<file path="src/rtl/sft_seq.sv">
// sft_seq: sequences a 74HC595-style shift stage. One request becomes an
// optional master reset, one shift strobe per byte (highest byte first), a
// store strobe and an output-enable strobe, then a one-cycle ack. Each shift
// and store waits for a completion pulse, bounded by a TMO-cycle timeout.
module sft_seq #(
  parameter logic [6:0] TMO = 7'd127
) (
  input  logic        clk,
  input  logic        rst,
  input  logic        req_vld,
  output logic        req_rdy,
  input  logic [31:0] req_data,
  input  logic [1:0]  req_nbyte,
  input  logic        req_clr,
  input  logic        req_oe,
  output logic        ack,
  output logic        err,
  output logic        sft_vld,
  output logic [1:0]  sft_cmd,
  output logic        sft_cmd_oen,
  output logic [7:0]  sft_din,
  input  logic        sft_done
);

  typedef enum logic [2:0] {
    IDLE, CLR, SHIFT, WAIT_SH, STORE, WAIT_ST, OE, FIN
  } state_t;

  localparam logic [1:0] CMD_MR    = 2'b00;
  localparam logic [1:0] CMD_SHIFT = 2'b01;
  localparam logic [1:0] CMD_STORE = 2'b10;
  localparam logic [1:0] CMD_OE    = 2'b11;

  state_t      state, state_nxt;
  logic [31:0] data_q;
  logic [1:0]  idx_q;      // index of the byte currently being shifted
  logic        clr_q;
  logic        oe_q;
  logic [6:0]  wait_cnt;
  logic        accept;
  logic        waiting;

  assign accept  = (state == IDLE) && req_vld;
  assign waiting = (state == WAIT_SH) || (state == WAIT_ST);

  // State register; reset drops straight back to IDLE without a clock edge.
  // NOTE: sequential state uses non-blocking assignments so every flop samples
  // the pre-edge values, independent of block evaluation order.
  always_ff @(posedge clk or posedge rst) begin
    if (rst) state <= IDLE;
    else     state <= state_nxt;
  end

  // Request capture, byte index walk-down and wait counter.
  always_ff @(posedge clk or posedge rst) begin
    if (rst) begin
      data_q   <= '0;
      idx_q    <= '0;
      clr_q    <= 1'b0;
      oe_q     <= 1'b0;
      wait_cnt <= '0;
    end else begin
      if (accept) begin
        data_q <= req_data;
        idx_q  <= req_nbyte;
        clr_q  <= req_clr;
        oe_q   <= req_oe;
      end
      if (state == WAIT_SH && sft_done && idx_q != 2'd0)
        idx_q <= idx_q - 2'd1;
      // Clearing during the strobe cycle makes the counter read 0 on the
      // first cycle of each wait state.
      if (state == SHIFT || state == STORE) wait_cnt <= '0;
      else if (waiting)                      wait_cnt <= wait_cnt + 7'd1;
    end
  end

  // Next-state and output decode; sft_done wins over a coincident timeout.
  // NOTE: every output and state_nxt gets a default first so no path through
  // the case statement can leave a value unassigned and infer a latch.
  always_comb begin
    state_nxt   = state;
    req_rdy     = 1'b0;
    ack         = 1'b0;
    err         = 1'b0;
    sft_vld     = 1'b0;
    sft_cmd     = CMD_MR;
    sft_cmd_oen = 1'b0;
    sft_din     = 8'h00;
    unique case (state)
      IDLE: begin
        req_rdy = 1'b1;
        if (req_vld) state_nxt = req_clr ? CLR : SHIFT;
      end
      CLR: begin
        sft_vld   = 1'b1;
        sft_cmd   = CMD_MR;
        state_nxt = SHIFT;
      end
      SHIFT: begin
        sft_vld   = 1'b1;
        sft_cmd   = CMD_SHIFT;
        sft_din   = data_q[{idx_q, 3'b000} +: 8];
        state_nxt = WAIT_SH;
      end
      WAIT_SH: begin
        if (sft_done) begin
          state_nxt = (idx_q == 2'd0) ? STORE : SHIFT;
        end else if (wait_cnt == TMO) begin
          ack       = 1'b1;
          err       = 1'b1;
          state_nxt = IDLE;
        end
      end
      STORE: begin
        sft_vld   = 1'b1;
        sft_cmd   = CMD_STORE;
        state_nxt = WAIT_ST;
      end
      WAIT_ST: begin
        if (sft_done) begin
          state_nxt = OE;
        end else if (wait_cnt == TMO) begin
          ack       = 1'b1;
          err       = 1'b1;
          state_nxt = IDLE;
        end
      end
      OE: begin
        sft_vld     = 1'b1;
        sft_cmd     = CMD_OE;
        sft_cmd_oen = ~oe_q;
        state_nxt   = FIN;
      end
      FIN: begin
        ack       = 1'b1;
        state_nxt = IDLE;
      end
      default: state_nxt = IDLE;
    endcase
  end

  // The captured clear flag is only needed at acceptance; it is kept so the
  // whole request is visible in registers while a sequence runs.
  logic unused_clr;
  assign unused_clr = clr_q;

endmodule

</file>
<file path="config.mk">
export PLATFORM = sky130hd
export DESIGN_NAME = sft_seq
export DESIGN_NICKNAME = d
export VERILOG_FILES = /design/src/rtl/sft_seq.sv
export SDC_FILE = /design/constraint.sdc
export NUM_CORES = 1
export LEC_CHECK = 0
export CAP_MARGIN = 25
export CORE_ASPECT_RATIO = 2
export CORE_MARGIN = 2
export CORE_UTILIZATION = 45
export CTS_CLUSTER_DIAMETER = 50
export DETAILED_ROUTE_END_ITERATION = 7
export PLACE_DENSITY = 0.75
export SLEW_MARGIN = 5
export SYNTH_ARGS = -nofsm -noshare
export SYNTH_HDL_FRONTEND = slang
export SYNTH_SLANG_ARGS = --single-unit
</file>
<file path="constraint.sdc">
create_clock -name clk -period 2 [get_ports clk]
set_input_delay 0.3 -clock clk [delete_from_list [all_inputs] [get_ports clk]]
set_output_delay 0.3 -clock clk [all_outputs]
set_load 0.02 [all_outputs]
</file>
# Word level (Yosys, flattened, before mapping)
# Index checks and enable logic that the tools add are counted.
# totals
in_bits	40
register_bits	45
# op_classes
bitwise_logic	1
eq_ne	9
add_sub_neg	2
n_shift	1
mux	20
reduce_logical	12
# op_table
op	n
$shiftx A32 B6 Y8	1
$pmux W3 S8	1
$mux W3	5
$mux W7	2
$eq A3 B3 Y1 const B	4
$mux W8	1
$add A7 B1 Y7 const B	1
$eq A7 B7 Y1 const B	1
$eq A3 B2 Y1 const B	2
$mux W1	6
$mux W2	3
$pmux W2 S3	1
$reduce_bool A2 Y1	3
$reduce_or A4 Y1	1
$eq A3 B1 Y1 const B	1
$logic_and A1 B1 Y1	3
$logic_not A3 Y1	1
$logic_not A2 Y1	1
$logic_or A1 B1 Y1	2
$ne A2 B2 Y1 const B	1
$pmux W1 S2	1
$reduce_or A2 Y1	1
$sub A2 B1 Y2 const B	1
$not A1 Y1	1

# Longest topological paths before layout
# depth
word_depth	4
ltp_mapped	6
depth_no_buf	5

# Worst setup path before layout
# No wires, ideal clock.
# synth_path
kind	register to output
from	register state[0]
to	output ack
path_stages_with_launch	5
setup_slack_ps	236
n_path_buf	2
required_time_ps	1700
arrival_ps	1464
cell_sequence	dfrtp_1 clkbuf_1 buf_2 nand2_1 o21ai_0
# synth_between
elab_chain_len	3
elab_cells_between_ends	5
# synth_lines
element	line	rtl
start, declared	34	state_t state, state_nxt;
start signal, assigned	51	else state <= state_nxt;
$eq A3 B3 Y1 or $eq A3 B2 Y1 (tied branches)	90	unique case (state)
$reduce_or A2 Y1 (no source line)	n/a	
$pmux W1 S2 *	90	
end, declared	16	output logic ack,
# Every way passes the cells marked *; elsewhere a longest branch is shown, timed or not.

# Final worst setup path
# layout_path
from	register idx_q[1]
to	output sft_din[1]
# layout_between
elab_chain_len	2
# layout_lines
element	line	rtl
start, declared	36	logic [1:0] idx_q;
start signal, assigned	65	idx_q <= req_nbyte;
start signal, assigned	70	idx_q <= idx_q - 2'd1;
$shiftx A32 B6 Y8	103	sft_din = data_q[{idx_q, 3'b000} +: 8];
$mux W8	90	
end, declared	21	output logic [7:0] sft_din,
# Every way passes these cells.

==> flow_metrics.env <==
export IMPL_grt_ovfl_total=0
export IMPL_fp_dieH_microns=105
export IMPL_hpwl_microns=3820
export IMPL_cp_start_kind="register"
export IMPL_core_rowCount=36
export IMPL_grt_pass1_wl_microns=8510
export IMPL_clkTransAtPathRegs_ps=90
export IMPL_drt_iter0_markers=30
export IMPL_track_usage_pct=20.3
export IMPL_dieArea_sq_um=5740
export IMPL_place_congestion=0.822
export IMPL_power_switching_w=0.00156
export IMPL_grt_pass1_vias=1868
export IMPL_rsz0062_at_grt="yes"
export IMPL_drt_pre_antenna_iters=4
export IMPL_outcome="finished, final reports clean"
export IMPL_arrival_ps=1670
export IMPL_placed_area_sq_um=3030
export IMPL_htree_levels=2
export IMPL_endpoint_kind="output pin"
export IMPL_synth_warnings=0
export IMPL_seqPwrFrac_pct=33.8
export IMPL_syn_nets=227
export IMPL_numCtsBuffers=5
export IMPL_diodes=0
export IMPL_startpoint="idx_q[1]"
export IMPL_fillers=354
export IMPL_yosys_area_share_xor_xnor_pct=0.760
export IMPL_synth_area_per_cell_sq_um=12.5
export IMPL_cts_num_sinks=45
export IMPL_fp_coreArea_sq_um=4910
export IMPL_path_depth=4
export IMPL_yosys_area_share_simple_pct=14.3
export IMPL_via_count=1794
export IMPL_p_leak_nw=1.45
export IMPL_p_comb_share_pct=49.4
export IMPL_io_buffers=54
export IMPL_start_util_pct=46.9
export IMPL_reg2reg_from="state[1]"
export IMPL_synth_adder_area_share_pct=1.09
export IMPL_insertion_delay_ps=290
export IMPL_yosysSeqAreaShare_pct=48.9
export IMPL_synth_top_family_by_area="multiplexers"
export IMPL_wl_per_cell_microns=16.2
export IMPL_p_total_w=0.00474
export IMPL_drive_gt1_share_pct=37.1
export IMPL_skew_ps=5.95
export IMPL_whs_ps=294
export IMPL_hp_class="in -> async"
export IMPL_drc_errors=0
export IMPL_max_stage_delay_ps=480
export IMPL_synth_compound_area_share_pct=6.08
export IMPL_via_per_inst=5.59
export IMPL_wl_microns=5200
export IMPL_synth_mux_area_fraction_pct=24.8
export IMPL_postSynthCellCount=185
export IMPL_finalInstanceArea_sq_um=3250
export IMPL_maxSlewHeadroom_pct=74.9
export IMPL_p_int_w=0.00319
export IMPL_antenna_left=0
export IMPL_setup_tns_final_ps=0
export IMPL_num_io_pins=55
export IMPL_syn_cell_area_sq_um=2300
export IMPL_synth_cell_types=38
export IMPL_period_share_pct=98.4
export IMPL_path_cells="buf_6, mux4_2, and3_1, buf_2"
export IMPL_ir_worst_vdd_v=0.000908
export IMPL_crit_family="multiplexers"
export IMPL_die_x_microns=54.6
export IMPL_switching_share_pct=32.8
export IMPL_post_route_min_period_ps=1970
export IMPL_cp_required_ps=1700
export IMPL_antenna_found_initial=0
export IMPL_finalSetupViolCount=0
export IMPL_final_max_slew_viol_count=0
export IMPL_critical_path_max_fanout=6
export IMPL_worst_pin_slew_ps=376
export IMPL_root_buffer="clkbuf_8"
export IMPL_max_freq_ghz=0.508
export IMPL_cts_tree="done"
export IMPL_worstSetupPathType="reg -> out"
export IMPL_fin_util_pct=66.2
export IMPL_cts_buffer_depth=2
export IMPL_powerDensity_nw_per_um2=1460
export IMPL_syn_to_final_growth_pct=41.1
export IMPL_crit_slowest_cell="mux4_2"
export IMPL_finalHoldViolations=0
export IMPL_grt_max_degree=37
export IMPL_cp_num_buf_inv=2
export IMPL_nets=305
export IMPL_cap_violations=0
export IMPL_ys_ff_latch=45
export IMPL_rr_worst_depth=4
export IMPL_clockPowerShare_pct=16.8
==> what timing repair did <==
| action | CTS | global route |
|---|---|---|
| gates resized for setup | 45 | 23 |
| pin swaps | 0 | 6 |
| endpoints found under the setup margin | 15 | 8 |
| hold buffers | 0 | 0 |
| buffers inserted | 4 | 1 |
==> per-layer routing <==
| layer | track usage, % | part of all wire [%] | vias to the layer above | routed length (microns) |
|---|---|---|---|---|
| met5 | 0 | 0 | - | 0 |
| met4 | 10.5 | 3.6 | 0 | 185 |
| met3 | 3.14 | 3.3 | 15 | 171 |
| met2 | 34.1 | 56 | 47 | 2910 |
| met1 | 23.4 | 37 | 896 | 1930 |
| li1 | - | - | 836 | - |
==> worst register-to-register path, delay by kind of cell, from the launching register on <==
family | cells | cell delay, ps
AND/OR/NAND/NOR | 1 | 260
multiplexers | 1 | 390
flip-flops | 1 | 480
buffers and inverters | 2 | 430
==> worst paths after layout <==
kind | slack, ps | end
max | 30 | sft_din[1]
min | 290 | data_q[5]
max reg2reg | 340 | data_q[15]
min reg2reg | 510 | data_q[16]
max in group asynchronous | 1100 | state[2]
min in group clk | 510 | data_q[16]
==> flip-flops by register name, indices dropped and copies added, names as in the netlist <==
| signal | count |
|---|---|
| data_q | 32 |
| idx_q | 2 |
| oe_q | 1 |
| state | 3 |
| wait_cnt | 7 |
==> cell usage in the layout (no fill, tap or decap), types with 2 or more instances in the layout <==
master and count:
dfrtp_1 42, clkdlybuf4s50_1 39, mux2_2 33, buf_4 23, nand2_1 13, buf_6 9
mux4_2 8, nor2_1 7, o21ai_0 7, and3_4 6, inv_1 5, nand2b_1 5
clkbuf_8 5, dlygate4sd2_1 5, and3_1 4, nand3_1 4, nor2b_1 3, nor3_1 3
dfrtp_2 3, buf_2 3, xnor2_1 2, and4_1 2, a211o_1 2, mux2i_1 2
and3b_1 2, o211ai_1 2, ha_1 2, bufinv_16 2, buf_12 2
==> cell usage after synthesis <==
cell type  instances  area share [%]
o211a_1            1            0.43
a311oi_1           1            0.38
and3b_1            2            0.76
a31oi_1            1            0.27
or3_1              1            0.27
nor4b_1            1            0.38
mux4_2             8             7.8
nor4b_4            1             1.0
a221o_1            1            0.43
nand4b_1           1            0.38
or4_1              1            0.33
xnor2_1            2            0.76
a22o_1             1            0.38
nand2b_1           5             1.4
nand2_1           13             2.1
nor2_1             7             1.1
a32o_1             1            0.43
dfrtp_1           45              49
nor3_1             3            0.65
buf_2              3            0.65
a21oi_1            2            0.43
o211ai_1           2            0.65
and4_1             2            0.76
a221oi_1           1            0.38
nand3_1            4            0.87
buf_4              1            0.33
nand4_1            1            0.27
and3_1            10             2.7
mux2i_1            2            0.87
or4b_1             1            0.43
a211o_1            2            0.76
inv_1              6            0.98
clkbuf_1           4            0.65
nor2b_1            3            0.81
o21ai_0            7             1.5
mux2_2            33              16
buf_6              3             1.5
ha_1               2             1.1
==> layout make-up <==
cell class	count	area [sq um]	area share, %
clock buffers	5	68.8	2.12
flip-flops and latches	45	1130	34.8
multi-input cells	123	1120	34.4
repair buffers	82	776	23.9
inverters	6	22.5	0.693
well taps	57	71.3	2.19
clock inverters	3	65.1	2.00
==> power groups by stage <==
stage          clock network (W)  logic, W  registers, W
4_1_cts                 0.000816   0.00218       0.00160
6_report                0.000796   0.00234       0.00160
3_3_place_gp                   0   0.00213       0.00159
5_1_grt                 0.000855   0.00253       0.00165
2_1_floorplan                  0   0.00146       0.00151
3_5_place_dp                   0   0.00218       0.00161
==> through the flow <==
stage	instances	setup WS [ps]
after CTS	320	-13.8
final	321	31.5
after floorplan	185	236
after detailed placement	308	-143
after global placement	308	-120
after global routing	321	-11.2
==> cell families after synthesis <==
family                   Yosys count
flip-flops                        45
buffers and inverters             17
XOR/XNOR                           2
multiplexers                      43
adder cells (fa/ha/maj)            2
AO/OA/AOI/OAI                     20
AND/OR/NAND/NOR                   56
No activity file was read; power rests on OpenSTA's default activity.
